==> src/rtl/cpu_pkg.sv <==
// Shared CPU front-end types: machine word, fetch FSM states,
// next-PC select codes, fetch slot payload and reset defaults.
package cpu_pkg;

  localparam int unsigned WORD_W = 32;

  typedef logic [WORD_W-1:0] word_t;

  typedef enum logic [1:0] {
    ST_BOOT,
    ST_RUN,
    ST_HALTED
  } state_e;

  typedef enum logic [1:0] {
    SEL_HOLD,
    SEL_STEP,
    SEL_TARGET
  } pc_sel_e;

  // Fetch slot payload handed to decode.
  typedef struct packed {
    word_t ins;
    word_t pc;
  } slot_t;

  localparam word_t DEF_RESET_PC = 32'h0000_0000;
  localparam word_t DEF_PC_STEP  = 32'h0000_0001;

endpackage

==> src/rtl/pc_next.sv <==
// Next fetch PC selection: hold, sequential step (wraps mod 2^32) or redirect.
// Ports:
//   pc        current fetch PC
//   target    redirect PC
//   sel       selection code
//   next_pc_c combinational next PC
module pc_next
  import cpu_pkg::*;
#(
  parameter word_t PC_STEP = DEF_PC_STEP
) (
  input  word_t   pc,
  input  word_t   target,
  input  pc_sel_e sel,
  output word_t   next_pc_c
);

  always_comb begin
    next_pc_c = pc;
    case (sel)
      SEL_STEP:   next_pc_c = pc + PC_STEP;
      SEL_TARGET: next_pc_c = target;
      default:    next_pc_c = pc;
    endcase
  end

endmodule

==> src/rtl/fetch_seq.sv <==
// Instruction fetch sequencer: drives a combinational instruction memory
// through fPC and holds one fetched instruction in a slot for decode.
// Ports:
//   clk, rst          clock, synchronous active-high reset
//   fPC, ins          memory address out, instruction in (same cycle)
//   if_valid/ins/pc   fetch slot to decode; if_ready accepts it
//   br_taken/target   one-cycle redirect from execute
//   halt, halted      stop request (level) and halted status
//   fetch_cnt         saturating count of slot transfers
module fetch_seq
  import cpu_pkg::*;
#(
  parameter word_t       RESET_PC = DEF_RESET_PC,
  parameter word_t       PC_STEP  = DEF_PC_STEP,
  parameter int unsigned CNT_W    = 16
) (
  input  logic             clk,
  input  logic             rst,
  output word_t            fPC,
  input  word_t            ins,
  output logic             if_valid,
  output word_t            if_ins,
  output word_t            if_pc,
  input  logic             if_ready,
  input  logic             br_taken,
  input  word_t            br_target,
  input  logic             halt,
  output logic             halted,
  output logic [CNT_W-1:0] fetch_cnt
);

  state_e  state;
  state_e  state_next;
  pc_sel_e pc_sel;
  word_t   pc_nxt;
  slot_t   slot;
  logic    load;
  logic    flush;
  logic    transfer;

  assign transfer = if_valid & if_ready;
  assign if_ins   = slot.ins;
  assign if_pc    = slot.pc;

  pc_next #(
    .PC_STEP (PC_STEP)
  ) u_pc_next (
    .pc        (fPC),
    .target    (br_target),
    .sel       (pc_sel),
    .next_pc_c (pc_nxt)
  );

  // State register.
  always_ff @(posedge clk) begin
    if (rst) state <= ST_BOOT;
    else     state <= state_next;
  end

  // Next state and fetch control; halt has priority over a redirect.
  always_comb begin
    state_next = state;
    load       = 1'b0;
    flush      = 1'b0;
    pc_sel     = SEL_HOLD;
    case (state)
      ST_BOOT: state_next = ST_RUN;
      ST_RUN: begin
        if (halt) begin
          state_next = ST_HALTED;
        end else if (br_taken) begin
          flush  = 1'b1;
          pc_sel = SEL_TARGET;
        end else if (!if_valid || if_ready) begin
          load   = 1'b1;
          pc_sel = SEL_STEP;
        end
      end
      ST_HALTED: state_next = ST_HALTED;
      default:   state_next = ST_BOOT;
    endcase
  end

  // Fetch PC, slot, halted flag and transfer counter.
  always_ff @(posedge clk) begin
    if (rst) begin
      fPC       <= RESET_PC;
      if_valid  <= 1'b0;
      slot      <= '0;
      halted    <= 1'b0;
      fetch_cnt <= '0;
    end else begin
      fPC    <= pc_nxt;
      halted <= (state_next == ST_HALTED);
      if (load) begin
        if_valid <= 1'b1;
        slot     <= '{ins: ins, pc: fPC};
      end else if (flush || transfer) begin
        if_valid <= 1'b0;
      end
      if (transfer && (fetch_cnt != '1)) fetch_cnt <= fetch_cnt + CNT_W'(1);
    end
  end

endmodule

==> config.mk <==
export PLATFORM = sky130hd
export DESIGN_NAME = fetch_seq
export DESIGN_NICKNAME = d
export VERILOG_FILES = /design/src/rtl/cpu_pkg.sv /design/src/rtl/pc_next.sv /design/src/rtl/fetch_seq.sv
export SDC_FILE = /design/constraint.sdc
export NUM_CORES = 1
export LEC_CHECK = 0
export BUFFER_PORTS_ARGS = -buffer_cell sky130_fd_sc_hd__clkbuf_2
export CORE_MARGIN = 1.5
export CORE_UTILIZATION = 40
export DETAILED_ROUTE_END_ITERATION = 6
export GPL_ROUTABILITY_DRIVEN = 1
export PLACE_DENSITY = 0.77
export SLEW_MARGIN = 15
export SYNTH_ARGS = -nofsm -noshare
export SYNTH_HDL_FRONTEND = slang
export SYNTH_SLANG_ARGS = --single-unit
==> constraint.sdc <==
create_clock -name clk -period 8.4 [get_ports clk]
set_clock_uncertainty 0.15 [all_clocks]
set_input_delay 1.68 -clock clk [delete_from_list [all_inputs] [get_ports clk]]
set_output_delay 1.68 -clock clk [all_outputs]
set_load 0.05 [all_outputs]
==> impl_metrics.py, run 1 <==
metrics = {
    "run_status": {
        "status": "completed",
    },
    "clock_network": {
        "clk_latency_ps": 410,
        "cts_resized": 0,
        "cts-buffers-inserted": 17,
        "clock_sinks": 116,
        "root_buffer": "clkbuf_16",
        "cts_hold_buffers": 0,
        "cts_tree": "built",
        "htree_levels": 4,
        "ctsLongestPathBuffers": 2,
        "clk_pin_slew_ps": 50,
        "post_cts_buffers": 0,
    },
    "synth": {
        "synth_ff_type": "dfxtp_1",
        "synth_edf_count": 0,
        "ys_ff_latch": 116,
        "seq_area_frac_synth_pct": 45.2,
        "yosysWarnings": 0,
        "avgSynthCellArea_um2": 7.67,
        "ys_async_sr_fraction_pct": 0,
        "synthCells": 670,
        "synth_area_um2": 5140,
        "synthDistinctLibCells": 52,
        "syn_nets": 742,
    },
    "floorplanning": {
        "core-area_um2": 12600,
        "rows": 41,
        "die_area_um2": 13500,
        "start_util_pct": 40.9,
        "ioPinCount": 183,
        "die_w_um": 116,
        "die_h_um": 116,
    },
    "placement": {
        "dp_cells": 985,
        "routabilityCongestion": 0.920,
        "dp_hpwl_mm": 10.2,
        "pre_cts_ws_ps": 3500,
        "io_buffers": 182,
    },
    "setup_path": {
        "r2r_slack_ps": 4920,
        "cp_slowest_cell": "clkinv_1",
        "reg2reg_depth": 11,
        "critPathBufInv": 5,
        "critPathKind": "input pin to flop",
        "crit_family": "buffers and inverters",
        "r2r_start": "if_valid$_SDFFE_PP0P_",
        "rr_endpoint": "fPC[23]$_SDFFE_PP0P_",
        "arrival_ps": 4720,
        "crit_chain": "clkbuf_2 > nor2_1 > nand2_1 > nor3_2 > inv_2 > buf_4 > ha_1 > buf_4 > clkinv_1 > nand2_1 > o22ai_1 > or3_1 > a21oi_1",
        "crit_required_ps": 8590,
        "startpoint_type": "input pin",
        "path_max_fanout": 65,
        "endpoint_kind": "flop",
        "cpPeakStageDelay_ps": 530,
    },
    "final_layout": {
        "fillCellCount": 1255,
        "multi_input_area_um2": 2640,
        "register_area_um2": 2320,
        "synthToLayoutAreaGrowth_pct": 30.0,
        "final_nets": 904,
        "fin_cells": 1017,
        "num_antenna_cells": 0,
        "drive_gt1_share_pct": 26.5,
    },
    "grt": {
        "use_met2_pct": 34.2,
        "grt_max_degree": 90,
        "use_met1_pct": 28.7,
        "antenna_found_initial": 1,
        "use_met3_pct": 7.06,
        "grt_overflow": 0,
        "busiest_layer": "met2",
        "grt_pass1_vias": 4835,
        "grtUsageTotal_pct": 22.0,
        "grt_pass1_wl_mm": 23.4,
    },
    "route": {
        "wl_per_cell_um": 14.7,
        "drt_iter0_markers": 444,
        "via_per_inst": 5.36,
        "detail-route-antenna-nets": 0,
        "drcViolationCount": 0,
        "routed_wl_mm": 15.0,
        "num_vias": 5452,
        "firstDrtPassIters": 5,
    },
    "sta": {
        "hold_violations": 0,
        "timing.hold.ws_ps": 300,
        "final.period_utilization_pct": 53.8,
        "finalSetupViolations": 0,
        "max_slew.worst_pin.slew_ps": 1050,
        "maxSlewHeadroom_pct": 30.0,
        "final.min_clock_period_ps": 4520,
        "rsz0062_at_grt": "false",
        "fmax_mhz": 221,
        "drv_slew": 0,
        "fin_tns_setup_ps": 0,
        "fin_ws_ps": 3880,
    },
    "hold_path": {
        "hp-class": "flop to flop",
        "worstHoldEndpoint": "if_ins[1]$_SDFFE_PP0P_",
        "holdPathStages": 2,
        "hold_start": "if_ins[1]$_SDFFE_PP0P_",
    },
    "pwr": {
        "static-leakage-power_nw": 2.72,
        "ir_worst_vdd_mv": 0.104,
        "pwr_density_cell_nw_per_um2": 205,
    },
    "run": {
        "cap_viol_max_count": 0,
    },
}
[area by class of cell]
class,instances,share of cell area (%)
multi-input cells,506,39.5
flip-flops and latches,116,34.8
repair buffers,187,14.2
clock buffers,28,7.73
well taps,172,3.22
clock inverters,4,0.300
inverters,4,0.225
[cells in the mapped netlist, types with 5 or more instances]
cell        n  share of area [%]
and3_1     10                1.2
o21ai_0    20                1.9
a22oi_1    11                1.6
clkbuf_1   36                2.6
nor2_1     61                4.5
xor2_1     14                2.4
nand4_1    15                1.8
dfxtp_1   116                 45
nand2_1   161                 12
o22ai_1     5               0.61
nand3_1    24                2.3
buf_1       6               0.44
a21oi_1    93                9.1
o211ai_1    7                1.0
nor3_1      8               0.78
a31oi_1    10                1.2
nor4_1     10                1.2
and4_1      6                1.0
[layout by cell type, fill, tap and decap left out, types with 2 or more instances in the layout]
master,netlist,final
a211oi_1,2,2
a21oi_1,93,93
a22oi_1,11,11
a311oi_1,3,3
a31oi_1,10,10
and2_1,2,2
and3_1,10,10
and4_1,6,6
buf_4,0,6
clkbuf_1,36,6
clkbuf_16,0,17
clkbuf_2,1,181
clkbuf_8,0,5
clkinv_2,0,4
dfxtp_1,116,116
ha_1,3,3
inv_1,3,2
mux2i_1,4,4
nand2_1,161,161
nand3_1,24,24
nand3b_1,2,2
nand4_1,15,15
nor2_1,61,61
nor2b_1,3,3
nor3_1,8,7
nor3_2,1,2
nor4_1,10,10
nor4b_1,3,3
o211ai_1,7,7
o21ai_0,20,20
o22ai_1,5,5
or2_2,2,2
or3_1,4,4
or4_1,4,4
xor2_1,14,14
[state kept, by name, summed over array words and instances (netlist names)]
| signal | cells |
|---|---|
| if_ins | 32 |
| if_pc | 32 |
| halted | 1 |
| fetch_cnt | 16 |
| if_valid | 1 |
| fPC | 32 |
| state | 2 |
[logic make-up (layout without fill, tap and decap cells)]
kind of cell	count (synthesis)	after routing	share of synthesized area, %
fa+ha+maj	3	3	0.730
compound gates	161	161	17.9
flops	116	116	45.2
mux	5	5	0.998
simple gates	323	323	29.3
buf+inv	48	223	3.55
xor+xnor	14	14	2.39
[stage by stage]
stage          power (W)  utilization [%]  instance area [µm²]
2_1_floorplan   0.000687                -                 5140
3_3_place_gp    0.000732             48.9                 6140
3_5_place_dp    0.000733             48.9                 6140
4_1_cts          0.00138             53.2                 6680
5_1_grt          0.00142             53.2                 6680
6_report         0.00137             53.2                 6680
[worst register-to-register path, delay by kind of cell (launching register included)]
family	cells	cell delay, ps
DFF	1	360
buffers and inverters	3	930
and+or+nand+nor	6	1620
AOI/OAI and AO/OA	1	40
adders and majority gates	1	260
[power by group]
part | switching (W) | leakage [nW] | internal [W] | total, W
sequential | 0.0000183 | 0.938 | 0.000565 | 0.000583
clock | 0.000236 | 0.268 | 0.000414 | 0.000650
combinational | 0.0000999 | 1.51 | 0.0000393 | 0.000139
[worst max path at each step]
stage	startpoint	endpoint	slack [ps]	cells after the start
detailed placement	if_ready	fPC[23]$_SDFFE_PP0P_	3500	12
floorplan	halt	fPC[1]$_SDFFE_PP0P_	4520	12
global route	halt	fPC[9]$_SDFFE_PP0P_	3530	12
CTS	if_ready	fPC[23]$_SDFFE_PP0P_	3950	12
finish	halt	fPC[17]$_SDFFE_PP0P_	3880	13
global placement	if_ready	fPC[23]$_SDFFE_PP0P_	3560	12
[per-layer routing]
metal	vias to the layer above	share of wire, %
met5	-	0.087
li1	2682	-
met4	2	1.5
met2	212	47
met1	2536	44
met3	20	7.7
(Power assumes the default switching activity.)
==> inputs of run 2 (changes only) <==
==> constraint.sdc (replaced) <==
create_clock -name clk -period 4.2 [get_ports clk]
set_clock_uncertainty 0.15 [all_clocks]
set_input_delay 0.84 -clock clk [delete_from_list [all_inputs] [get_ports clk]]
set_output_delay 0.84 -clock clk [all_outputs]
set_load 0.05 [all_outputs]
==> run 2 against run 1 <==
Hold slack improved by 1.5 ps. Combinational power increased by 100%. Register-to-register slack got worse by 3500 ps. Total power increased by 100%. Critical path depth decreased by 3.
==> impl_metrics.py, run 2 (synthesized netlist as in run 1, its figures left out) <==
metrics = {
    "grt": {
        "antenna_found_initial": 1,
        "grt_overflow": 0,
        "grt_max_degree": 77,
        "grtUsageTotal_pct": 22.6,
        "grt_pass1_vias": 4765,
        "grt_pass1_wl_mm": 23.8,
    },
    "route": {
        "drt_iter0_markers": 359,
        "route.met3.wl_mm": 1.11,
        "wl_met2_mm": 7.06,
        "via_per_inst": 5.35,
        "drcViolationCount": 0,
        "highest_layer": "met5",
        "firstDrtPassIters": 5,
        "wl_per_cell_um": 14.9,
        "routed_wl_mm": 15.1,
        "met1Wirelength_mm": 6.71,
        "num_vias": 5444,
        "detail-route-antenna-nets": 0,
    },
    "sta": {
        "maxSlewHeadroom_pct": 42.2,
        "fin_tns_setup_ps": 0,
        "fmax_mhz": 343,
        "drv_slew": 0,
        "finalSetupViolations": 0,
        "max_slew.worst_pin.slew_ps": 860,
        "final.min_clock_period_ps": 2920,
        "rsz0062_at_grt": "false",
        "final.period_utilization_pct": 69.5,
        "hold_violations": 0,
    },
    "pwr": {
        "pwr_density_cell_nw_per_um2": 414,
        "ir_worst_vdd_mv": 0.234,
        "static-leakage-power_nw": 2.74,
        "p_total_w": 0.00278,
    },
    "final_layout": {
        "drive_gt1_share_pct": 26.8,
        "mostFrequentLayoutCell": "clkbuf_2",
        "fillCellCount": 1253,
        "synthToLayoutAreaGrowth_pct": 30.6,
        "final_cell_mix": "clkbuf_2 (181), nand2_1 (161), dfxtp_1 (116)",
        "num_antenna_cells": 0,
        "final_nets": 907,
        "multi_input_area_um2": 2640,
        "register_area_um2": 2320,
    },
    "hold_path": {
        "hp-class": "flop to flop",
    },
    "clock_network": {
        "ctsLongestPathBuffers": 2,
        "post_cts_buffers": 0,
        "root_buffer": "clkbuf_16",
        "cts_tree": "built",
        "clk_pin_slew_ps": 50,
        "cts-buffers-inserted": 17,
        "htree_levels": 4,
        "cts_hold_buffers": 0,
        "clk_latency_ps": 410,
        "clock_sinks": 116,
        "cts_resized": 0,
    },
    "setup_path": {
        "cp_slowest_cell": "nor4_1",
        "critPathBufInv": 2,
        "arrival_ps": 3030,
        "path_max_fanout": 9,
        "cpPeakStageDelay_ps": 630,
        "crit_family": "simple AND/OR/NAND/NOR gates",
        "startpoint_type": "input pin",
        "crit_chain": "clkbuf_2 > nor2_1 > nand2_1 > nor3_2 > inv_2 > ha_1 > nor4_1 > nand4_1 > xor2_1 > o22ai_1",
        "endpoint_kind": "flop",
        "critPathKind": "input pin to flop",
        "crit_required_ps": 4310,
    },
    "run": {
        "cap_viol_max_count": 0,
    },
    "floorplanning": {
        "die_h_um": 116,
        "rows": 41,
        "start_util_pct": 40.9,
        "ioPinCount": 183,
        "die_area_um2": 13500,
        "core-area_um2": 12600,
        "die_w_um": 116,
    },
    "placement": {
        "io_buffers": 182,
        "dp_hpwl_mm": 10.3,
        "routabilityCongestion": 0.907,
    },
    "run_status": {
        "status": "completed",
    },
}
-- run 2: changes by cell type in the layout (fill, tap and decap cells not counted), sizes merged --
| cell | change |
|---|---|
| bufinv | +1 |
| buf | +3 |
| clkbuf | -3 |
-- run 2: path summary, 6_finish.rpt --
kind | endpoint | depth (start not counted) | from | slack, ps
min | if_ins[14]$_SDFFE_PP0P_ | 2 | if_ins[14]$_SDFFE_PP0P_ | 300
max reg2reg | fPC[22]$_SDFFE_PP0P_ | 6 | fPC[0]$_SDFFE_PP0P_ | 1470
max | fPC[13]$_SDFFE_PP0P_ | 10 | halt | 1280
min reg2reg | if_ins[14]$_SDFFE_PP0P_ | 2 | if_ins[14]$_SDFFE_PP0P_ | 300
-- run 2: final cells by class --
class,count,area share [%]
clock buffer,25,7.38
timing repair buffer,190,14.5
clock inverter,5,0.746
inverter,4,0.224
multi-input combinational,506,39.3
tap,172,3.21
sequential,116,34.6
-- run 2: routing by layer --
metal | GRT usage [%] | vias up
met5 | 0 | -
met4 | 8.62 | 2
met3 | 6.12 | 30
met2 | 35.2 | 225
met1 | 29.9 | 2498
li1 | - | 2689
-- run 2: per-stage QoR --
stage	instance area [µm²]	instances	utilization, %	hold WS (ps)	worst slack [ps]
2_1_floorplan	5140	670	-	283	1160
3_3_place_gp	6170	988	49.1	292	915
6_report	6710	1018	53.4	302	1280
5_1_grt	6710	1018	53.4	321	1060
4_1_cts	6710	1018	53.4	303	1350
3_5_place_dp	6170	988	49.1	296	949
-- run 2: power by group --
part,leakage [nW],internal [W],switching (W),total [W]
clock network,0.273,0.000863,0.000469,0.00133
registers,0.938,0.00113,0.0000353,0.00117
logic,1.53,0.0000811,0.000202,0.000283
-- run 2: tightest hold or removal path: stages, from the launching register on --
cell     delay (ps)
dfxtp_1         300
nand2_1          50
a21oi_1          50
